File: src/rtl/memory_arbiter_rr_if.sv
// ----------------------------------------------------------------------------
// memory_arbiter_rr_if
// Bundles the requester-side and memory-side buses of memory_arbiter_rr.
//
// Parameters
//   NUM_MASTERS  number of requesting masters
//   ADDR_WIDTH   request address width
//   DATA_WIDTH   read/write data width
//
// Signals (master k occupies slice [k*W +: W] of every packed bus)
//   req_valid_i / req_write_i / req_lock_i   per-master request qualifiers
//   req_addr_i / req_wr_data_i               per-master address and write data
//   req_ready_o / req_rd_data_o              per-master completion strobe and read data
//   mem_valid_o / mem_write_o                downstream request valid and write flag
//   mem_addr_o / mem_wr_data_o               downstream address and write data
//   mem_rd_data_i / mem_ready_i              downstream read data and completion strobe
//
// Modports
//   slave   the arbiter's view
//   master  the environment's view (requesters plus memory)
// ----------------------------------------------------------------------------
interface memory_arbiter_rr_if #(
    parameter int NUM_MASTERS = 4,
    parameter int ADDR_WIDTH  = 32,
    parameter int DATA_WIDTH  = 32
);
    logic [NUM_MASTERS-1:0]            req_valid_i;
    logic [NUM_MASTERS-1:0]            req_write_i;
    logic [NUM_MASTERS-1:0]            req_lock_i;
    logic [NUM_MASTERS*ADDR_WIDTH-1:0] req_addr_i;
    logic [NUM_MASTERS*DATA_WIDTH-1:0] req_wr_data_i;
    logic [NUM_MASTERS-1:0]            req_ready_o;
    logic [NUM_MASTERS*DATA_WIDTH-1:0] req_rd_data_o;
    logic                              mem_valid_o;
    logic                              mem_write_o;
    logic [ADDR_WIDTH-1:0]             mem_addr_o;
    logic [DATA_WIDTH-1:0]             mem_wr_data_o;
    logic [DATA_WIDTH-1:0]             mem_rd_data_i;
    logic                              mem_ready_i;

    modport slave (
        input  req_valid_i, req_write_i, req_lock_i, req_addr_i, req_wr_data_i,
        input  mem_rd_data_i, mem_ready_i,
        output req_ready_o, req_rd_data_o,
        output mem_valid_o, mem_write_o, mem_addr_o, mem_wr_data_o
    );

    modport master (
        output req_valid_i, req_write_i, req_lock_i, req_addr_i, req_wr_data_i,
        output mem_rd_data_i, mem_ready_i,
        input  req_ready_o, req_rd_data_o,
        input  mem_valid_o, mem_write_o, mem_addr_o, mem_wr_data_o
    );
endinterface

File: src/rtl/memory_arbiter_rr.sv
// ----------------------------------------------------------------------------
// memory_arbiter_rr
// Arbitrates NUM_MASTERS requesters onto a single memory port. A two-state
// FSM (IDLE/BUSY) registers a one-hot grant in IDLE and forwards the granted
// master's request downstream while BUSY. Priority is rotating (ROUND_ROBIN=1)
// or fixed with lowest index highest (ROUND_ROBIN=0). A locked master keeps
// the grant across completions.
//
// Ports
//   clk_i     clock, all state changes on rising edge
//   reset_i   asynchronous active-high reset
//   bus       memory_arbiter_rr_if.slave, requester and memory buses
//   grant_o   one-hot registered grant, zero when idle
//   busy_o    high while in BUSY
// ----------------------------------------------------------------------------
module memory_arbiter_rr #(
    parameter int NUM_MASTERS = 4,
    parameter int ADDR_WIDTH  = 32,
    parameter int DATA_WIDTH  = 32,
    parameter int ROUND_ROBIN = 1
) (
    input  logic                   clk_i,
    input  logic                   reset_i,
    memory_arbiter_rr_if.slave     bus,
    output logic [NUM_MASTERS-1:0] grant_o,
    output logic                   busy_o
);
    localparam int PTR_W = $clog2(NUM_MASTERS);
    localparam logic [PTR_W-1:0] LAST_IDX = PTR_W'(NUM_MASTERS - 1);

    typedef enum logic {
        IDLE = 1'b0,
        BUSY = 1'b1
    } state_t;

    state_t                 state_reg, state_next;
    logic [NUM_MASTERS-1:0] grant_reg, grant_next;
    logic [PTR_W-1:0]       rr_ptr_reg, rr_ptr_next;

    logic                   busy_w;
    logic [NUM_MASTERS-1:0] win_onehot;
    logic                   win_found;
    logic [PTR_W-1:0]       scan_idx;
    logic [PTR_W-1:0]       grant_idx;
    logic                   sel_valid;
    logic                   sel_write;
    logic                   sel_lock;
    logic [ADDR_WIDTH-1:0]  addr_mux;
    logic [DATA_WIDTH-1:0]  wdata_mux;
    logic [ADDR_WIDTH-1:0]  addr_masked  [NUM_MASTERS];
    logic [DATA_WIDTH-1:0]  wdata_masked [NUM_MASTERS];

    assign busy_w = (state_reg == BUSY);

    // Priority scan: start at rr_ptr (or 0 in fixed mode) and walk upward with
    // wrap; the first requester encountered wins.
    always_comb begin
        win_onehot = '0;
        win_found  = 1'b0;
        scan_idx   = (ROUND_ROBIN != 0) ? rr_ptr_reg : '0;
        for (int i = 0; i < NUM_MASTERS; i++) begin
            if (!win_found && bus.req_valid_i[scan_idx]) begin
                win_onehot[scan_idx] = 1'b1;
                win_found            = 1'b1;
            end
            scan_idx = (scan_idx == LAST_IDX) ? '0 : scan_idx + PTR_W'(1);
        end
    end

    // Index of the current grant, needed to advance the rotating pointer.
    always_comb begin
        grant_idx = '0;
        for (int i = 0; i < NUM_MASTERS; i++) begin
            if (grant_reg[i]) begin
                grant_idx = PTR_W'(i);
            end
        end
    end

    assign sel_valid = |(bus.req_valid_i & grant_reg);
    assign sel_write = |(bus.req_write_i & grant_reg);
    assign sel_lock  = |(bus.req_lock_i  & grant_reg);

    // Per-master slices are masked by the one-hot grant and OR-reduced, so the
    // downstream mux needs no decoded index.
    generate
        for (genvar gi = 0; gi < NUM_MASTERS; gi++) begin : g_slice
            assign addr_masked[gi]  = grant_reg[gi] ?
                bus.req_addr_i[gi*ADDR_WIDTH +: ADDR_WIDTH] : '0;
            assign wdata_masked[gi] = grant_reg[gi] ?
                bus.req_wr_data_i[gi*DATA_WIDTH +: DATA_WIDTH] : '0;
            assign bus.req_rd_data_o[gi*DATA_WIDTH +: DATA_WIDTH] =
                (busy_w && grant_reg[gi]) ? bus.mem_rd_data_i : '0;
        end
    endgenerate

    always_comb begin
        addr_mux  = '0;
        wdata_mux = '0;
        for (int i = 0; i < NUM_MASTERS; i++) begin
            addr_mux  = addr_mux  | addr_masked[i];
            wdata_mux = wdata_mux | wdata_masked[i];
        end
    end

    // Next-state logic.
    always_comb begin
        state_next  = state_reg;
        grant_next  = grant_reg;
        rr_ptr_next = rr_ptr_reg;
        case (state_reg)
            IDLE: begin
                if (win_found) begin
                    state_next = BUSY;
                    grant_next = win_onehot;
                end
            end
            BUSY: begin
                if (bus.mem_ready_i) begin
                    // A locked master keeps the grant and the pointer stays put.
                    if (!sel_lock) begin
                        state_next  = IDLE;
                        grant_next  = '0;
                        rr_ptr_next = (grant_idx == LAST_IDX) ? '0 : grant_idx + PTR_W'(1);
                    end
                end else if (!sel_valid) begin
                    // Abort: release without advancing so the same master can
                    // win again.
                    state_next = IDLE;
                    grant_next = '0;
                end
            end
            default: begin
                state_next = IDLE;
                grant_next = '0;
            end
        endcase
    end

    always_ff @(posedge clk_i or posedge reset_i) begin
        if (reset_i) begin
            state_reg  <= IDLE;
            grant_reg  <= '0;
            rr_ptr_reg <= '0;
        end else begin
            state_reg  <= state_next;
            grant_reg  <= grant_next;
            rr_ptr_reg <= rr_ptr_next;
        end
    end

    assign grant_o           = grant_reg;
    assign busy_o            = busy_w;
    assign bus.mem_valid_o   = busy_w & sel_valid;
    assign bus.mem_write_o   = busy_w & sel_write;
    assign bus.mem_addr_o    = busy_w ? addr_mux  : '0;
    assign bus.mem_wr_data_o = busy_w ? wdata_mux : '0;
    assign bus.req_ready_o   = (busy_w && bus.mem_ready_i) ? grant_reg : '0;

endmodule
File: src/flat_wrapper.sv
// flat-port wrapper written by rule: the top's interface ports become plain ports
module memory_arbiter_rr_flat 
#(
    parameter int NUM_MASTERS = 4,
    parameter int ADDR_WIDTH  = 32,
    parameter int DATA_WIDTH  = 32,
    parameter int ROUND_ROBIN = 1
)
  (clk_i, reset_i, grant_o, busy_o, bus_req_valid_i, bus_req_write_i, bus_req_lock_i, bus_req_addr_i, bus_req_wr_data_i, bus_mem_rd_data_i, bus_mem_ready_i, bus_req_ready_o, bus_req_rd_data_o, bus_mem_valid_o, bus_mem_write_o, bus_mem_addr_o, bus_mem_wr_data_o);
  memory_arbiter_rr_if #(.NUM_MASTERS(NUM_MASTERS), .ADDR_WIDTH(ADDR_WIDTH), .DATA_WIDTH(DATA_WIDTH)) bus_i ();
  input  logic clk_i;
  input  logic reset_i;
  output logic [NUM_MASTERS-1:0] grant_o;
  output logic busy_o;
  input wire logic [$bits(bus_i.req_valid_i)-1:0] bus_req_valid_i;
  input wire logic [$bits(bus_i.req_write_i)-1:0] bus_req_write_i;
  input wire logic [$bits(bus_i.req_lock_i)-1:0] bus_req_lock_i;
  input wire logic [$bits(bus_i.req_addr_i)-1:0] bus_req_addr_i;
  input wire logic [$bits(bus_i.req_wr_data_i)-1:0] bus_req_wr_data_i;
  input wire logic [$bits(bus_i.mem_rd_data_i)-1:0] bus_mem_rd_data_i;
  input wire logic [$bits(bus_i.mem_ready_i)-1:0] bus_mem_ready_i;
  output wire logic [$bits(bus_i.req_ready_o)-1:0] bus_req_ready_o;
  output wire logic [$bits(bus_i.req_rd_data_o)-1:0] bus_req_rd_data_o;
  output wire logic [$bits(bus_i.mem_valid_o)-1:0] bus_mem_valid_o;
  output wire logic [$bits(bus_i.mem_write_o)-1:0] bus_mem_write_o;
  output wire logic [$bits(bus_i.mem_addr_o)-1:0] bus_mem_addr_o;
  output wire logic [$bits(bus_i.mem_wr_data_o)-1:0] bus_mem_wr_data_o;
  assign bus_i.req_valid_i = bus_req_valid_i;
  assign bus_i.req_write_i = bus_req_write_i;
  assign bus_i.req_lock_i = bus_req_lock_i;
  assign bus_i.req_addr_i = bus_req_addr_i;
  assign bus_i.req_wr_data_i = bus_req_wr_data_i;
  assign bus_i.mem_rd_data_i = bus_mem_rd_data_i;
  assign bus_i.mem_ready_i = bus_mem_ready_i;
  assign bus_req_ready_o = bus_i.req_ready_o;
  assign bus_req_rd_data_o = bus_i.req_rd_data_o;
  assign bus_mem_valid_o = bus_i.mem_valid_o;
  assign bus_mem_write_o = bus_i.mem_write_o;
  assign bus_mem_addr_o = bus_i.mem_addr_o;
  assign bus_mem_wr_data_o = bus_i.mem_wr_data_o;
  memory_arbiter_rr #(.NUM_MASTERS(NUM_MASTERS), .ADDR_WIDTH(ADDR_WIDTH), .DATA_WIDTH(DATA_WIDTH), .ROUND_ROBIN(ROUND_ROBIN)) u_core (.clk_i(clk_i), .reset_i(reset_i), .bus(bus_i), .grant_o(grant_o), .busy_o(busy_o));
endmodule
File: config.mk
export PLATFORM = sky130hd
export DESIGN_NAME = memory_arbiter_rr_flat
export DESIGN_NICKNAME = d
export VERILOG_FILES = /design/src/rtl/memory_arbiter_rr_if.sv /design/src/rtl/memory_arbiter_rr.sv /design/src/flat_wrapper.sv
export SDC_FILE = /design/constraint.sdc
export NUM_CORES = 1
export LEC_CHECK = 0
export BUFFER_PORTS_ARGS = -buffer_cell sky130_fd_sc_hd__clkbuf_2
export CAP_MARGIN = 10
export CELL_PAD_IN_SITES_DETAIL_PLACEMENT = 2
export CELL_PAD_IN_SITES_GLOBAL_PLACEMENT = 2
export CORE_AREA = 4 4 196 198
export DETAILED_ROUTE_END_ITERATION = 7
export DIE_AREA = 0 0 200 202
export PLACE_DENSITY_LB_ADDON = 0.25
export SETUP_SLACK_MARGIN = 0.4
export SKIP_CTS_REPAIR_TIMING = 1
export SLEW_MARGIN = 25
export SYNTH_ARGS = -nofsm -noshare
export SYNTH_HDL_FRONTEND = slang
export SYNTH_SLANG_ARGS = --single-unit
File: constraint.sdc
create_clock -name clk_i -period 2.7 [get_ports clk_i]
set_clock_uncertainty 0.1 [all_clocks]
set_input_delay 0.27 -clock clk_i [delete_from_list [all_inputs] [get_ports clk_i]]
set_output_delay 0.27 -clock clk_i [all_outputs]
set_load 0.02 [all_outputs]
==> results_dict.tcl <==
set metrics [dict create \
    cts_buffer_depth 2 \
    internal_power_uw 2470 \
    synthFlopType "dfrtp_1" \
    swShare_pct 59.6 \
    insertion_delay_ns 0.25 \
    final_cells 1431 \
    cp_max_fo 5 \
    crit_chain "clkinvlp_4 -> buf_4 -> ha_2 -> o21ba_2 -> or4b_1 -> a21oi_2 -> a221o_1 -> a22o_1" \
    drt-initial-drc-count 242 \
    core_area_sq_um 36500 \
    die_h_microns 202 \
    setup_ws_ns 0.261 \
    vias 6143 \
    hold_viol 0 \
    cts_tree "built" \
    syn_nets 776 \
    post-route-min-period_ns 2.44 \
    clk_pin_slew_worst_paths_ns 0.04 \
    cts_buffers 3 \
    synth_seq_cells 7 \
    cp-start-kind "flip-flop" \
    crit_buf_inv 2 \
    synth_edf_count 0 \
    p_clk_share_pct 4.4 \
    overflow 0 \
    whs_ns 0.413 \
    first_pass_iters 4 \
    final.period_utilization_pct 90.3 \
    total_power_uw 6120 \
    synth_cell_types 32 \
    grt_start_max_net_pins 49 \
    critPathCaptureType "flip-flop" \
    drc_errors 0 \
    gp_congestion 0.751 \
    io_buffers 505 \
    grt_usage_pct 13.5 \
    via_per_inst 4.29 \
    crit_cells 8 \
    yosysWarnings 0 \
    grt_pass1_wl_microns 42200 \
    syn_area_sq_um 3230 \
    critPathMaxStageDelay_ns 0.52 \
    cap_viol_max_count 0 \
    power.share.sequential_pct 7.0 \
    totalWireLength_microns 31800 \
    ys_seq_area_share_pct 5.42 \
    slew_viol_final 0 \
    met2_usage_pct 26.5 \
    rsz0062_at_grt "yes" \
    ctsHtreeMaxLevel 1 \
    avgSynthCellArea_sq_um 6.92 \
    ir_drop_uv 265 \
    rr_worst_depth 8 \
    routedWlPerCell_microns 22.2 \
    clockRootBuffer "clkbuf_16" \
    tightestPinTransition_ns 0.441 \
    die_area_sq_um 40400 \
    fin_tns_setup_ns 0 \
    power_density_nw_per_um2 905 \
    clkSinkCount 7 \
    hold_path_class "in2async" \
    layout-drive-gt1-share_pct 60.3 \
    fmax_mhz 410 \
    ios 506 \
    dp_hpwl_microns 25100 \
    switchingPower_uw 3650 \
    met1_usage_pct 15.5 \
    cp_top_family "compound AO/OA/AOI/OAI gates" \
    antenna_found_initial 2 \
    critPathKind "reg2reg" \
    postRouteAntennaNets 0 \
    top_usage_layer "met2" \
    leakagePower_uw 0.00388 \
    cpMaxStageDelayCell "or4b_1" \
    cp.required_ns 2.77 \
    place_inst 1410 \
    pre_cts_ws_ns 0.100 \
    grt_use_met3_pct 2.62 \
    slew_headroom_pct 70.3 \
    arrival_ns 2.51 \
    syn-instance-count 467 \
    p_comb_share_pct 88.5 \
    async_reset_ff_share_pct 100 \
    std_cell_rows 70 \
    largest_reg_flops 4 \
    outcome "complete, no violations" \
    die_x_microns 200 \
    nets 1272 \
    setup_viol 0 \
    grt_pass1_vias 6613 \
    start_util_pct 8.85 \
    area_growth_syn_to_layout_pct 109 \
]
[logic make-up after synthesis]
| group | share of synthesized area [%] |
|---|---|
| flops | 5.42 |
| compound gates | 51.9 |
| simple gates | 29.1 |
| buf+inv | 8.60 |
| mux | 2.71 |
| fa+ha+maj | 2.32 |
[synthesized netlist by cell type, drive strengths merged, types with 3 or more instances]
master / number / area (sq um)
a21boi: 65 / 488
a21oi: 4 / 23.8
a221o: 4 / 40.0
a22o: 4 / 35.0
a22oi: 134 / 1010
and3: 132 / 826
buf: 7 / 33.8
clkbuf: 60 / 225
dfrtp: 7 / 175
ha: 6 / 75.1
inv: 5 / 18.8
mux4: 3 / 67.6
nand2: 11 / 43.8
o21ai: 8 / 40.0
[worst min-delay path, stage by stage]
cell and delay [ns]:
dlygate4sd3_1 0.53, clkbuf_2 0.10, inv_1 0.25
[worst paths after layout]
path                                                  start                               end  slack [ns]
max reg2reg                u_core.rr_ptr_reg[1]$_DFFE_PP0P_     u_core.grant_o[3]$_DFFE_PP0P_        0.26
min reg2reg                u_core.rr_ptr_reg[0]$_DFFE_PP0P_  u_core.rr_ptr_reg[0]$_DFFE_PP0P_        0.53
min                                                 reset_i  u_core.rr_ptr_reg[0]$_DFFE_PP0P_        0.41
max in group asynchronous                           reset_i     u_core.grant_o[2]$_DFFE_PP0P_        1.80
min in group clk_i                          bus_mem_ready_i           u_core.busy_o$_DFF_PP0_        0.43
max                        u_core.rr_ptr_reg[1]$_DFFE_PP0P_     u_core.grant_o[3]$_DFFE_PP0P_        0.26
[power groups by stage]
stage / registers [uW] / clock network [uW] / logic (uW)
global route: 474 / 280 / 5850
detailed placement: 617 / 0 / 4950
floorplan: 237 / 0 / 3070
global placement: 609 / 0 / 4920
finish: 431 / 270 / 5420
CTS: 615 / 275 / 4960
[metrics by stage]
stage | instance area (sq um) | util (%)
after floorplan | 3250 | -
after global routing | 6760 | 18.5
after global placement | 6460 | 17.7
final | 6760 | 18.5
after detailed placement | 6460 | 17.7
after CTS | 6540 | 17.9
[routing by layer]
| layer | vias up | wire length [microns] | part of all wire, % |
|---|---|---|---|
| met5 | - | 0 | 0 |
| met4 | 0 | 77 | 0.24 |
| met1 | 2996 | 12600 | 39 |
| li1 | 2860 | - | - |
| met2 | 281 | 16800 | 53 |
| met3 | 6 | 2400 | 7.6 |
[final cells by class]
type	count	area [sq um]
Clock buffer	4	78.8
Multi-Input combinational cell	388	2820
Inverter	5	22.5
Fill cell	4453	29800
Sequential cell	7	195
Timing Repair Buffer	558	3060
Tap cell	468	586
Antenna cell	1	2.50
[layout by cell type (no fill, tap or decap), types with 2 or more instances in the layout]
| cell type | count |
|---|---|
| a21oi_2 | 2 |
| clkbuf_16 | 3 |
| inv_1 | 3 |
| nand2_1 | 10 |
| a221o_1 | 4 |
| a22o_1 | 4 |
| clkbuf_2 | 505 |
| buf_12 | 8 |
| buf_4 | 41 |
| and3_1 | 132 |
| a21boi_1 | 7 |
| ha_1 | 4 |
| dfrtp_4 | 5 |
| a22oi_1 | 134 |
| mux4_2 | 3 |
| a21boi_0 | 58 |
| o211ai_1 | 2 |
| mux2i_1 | 2 |
| o21ai_0 | 7 |
No activity file was read; power rests on OpenSTA's default activity.
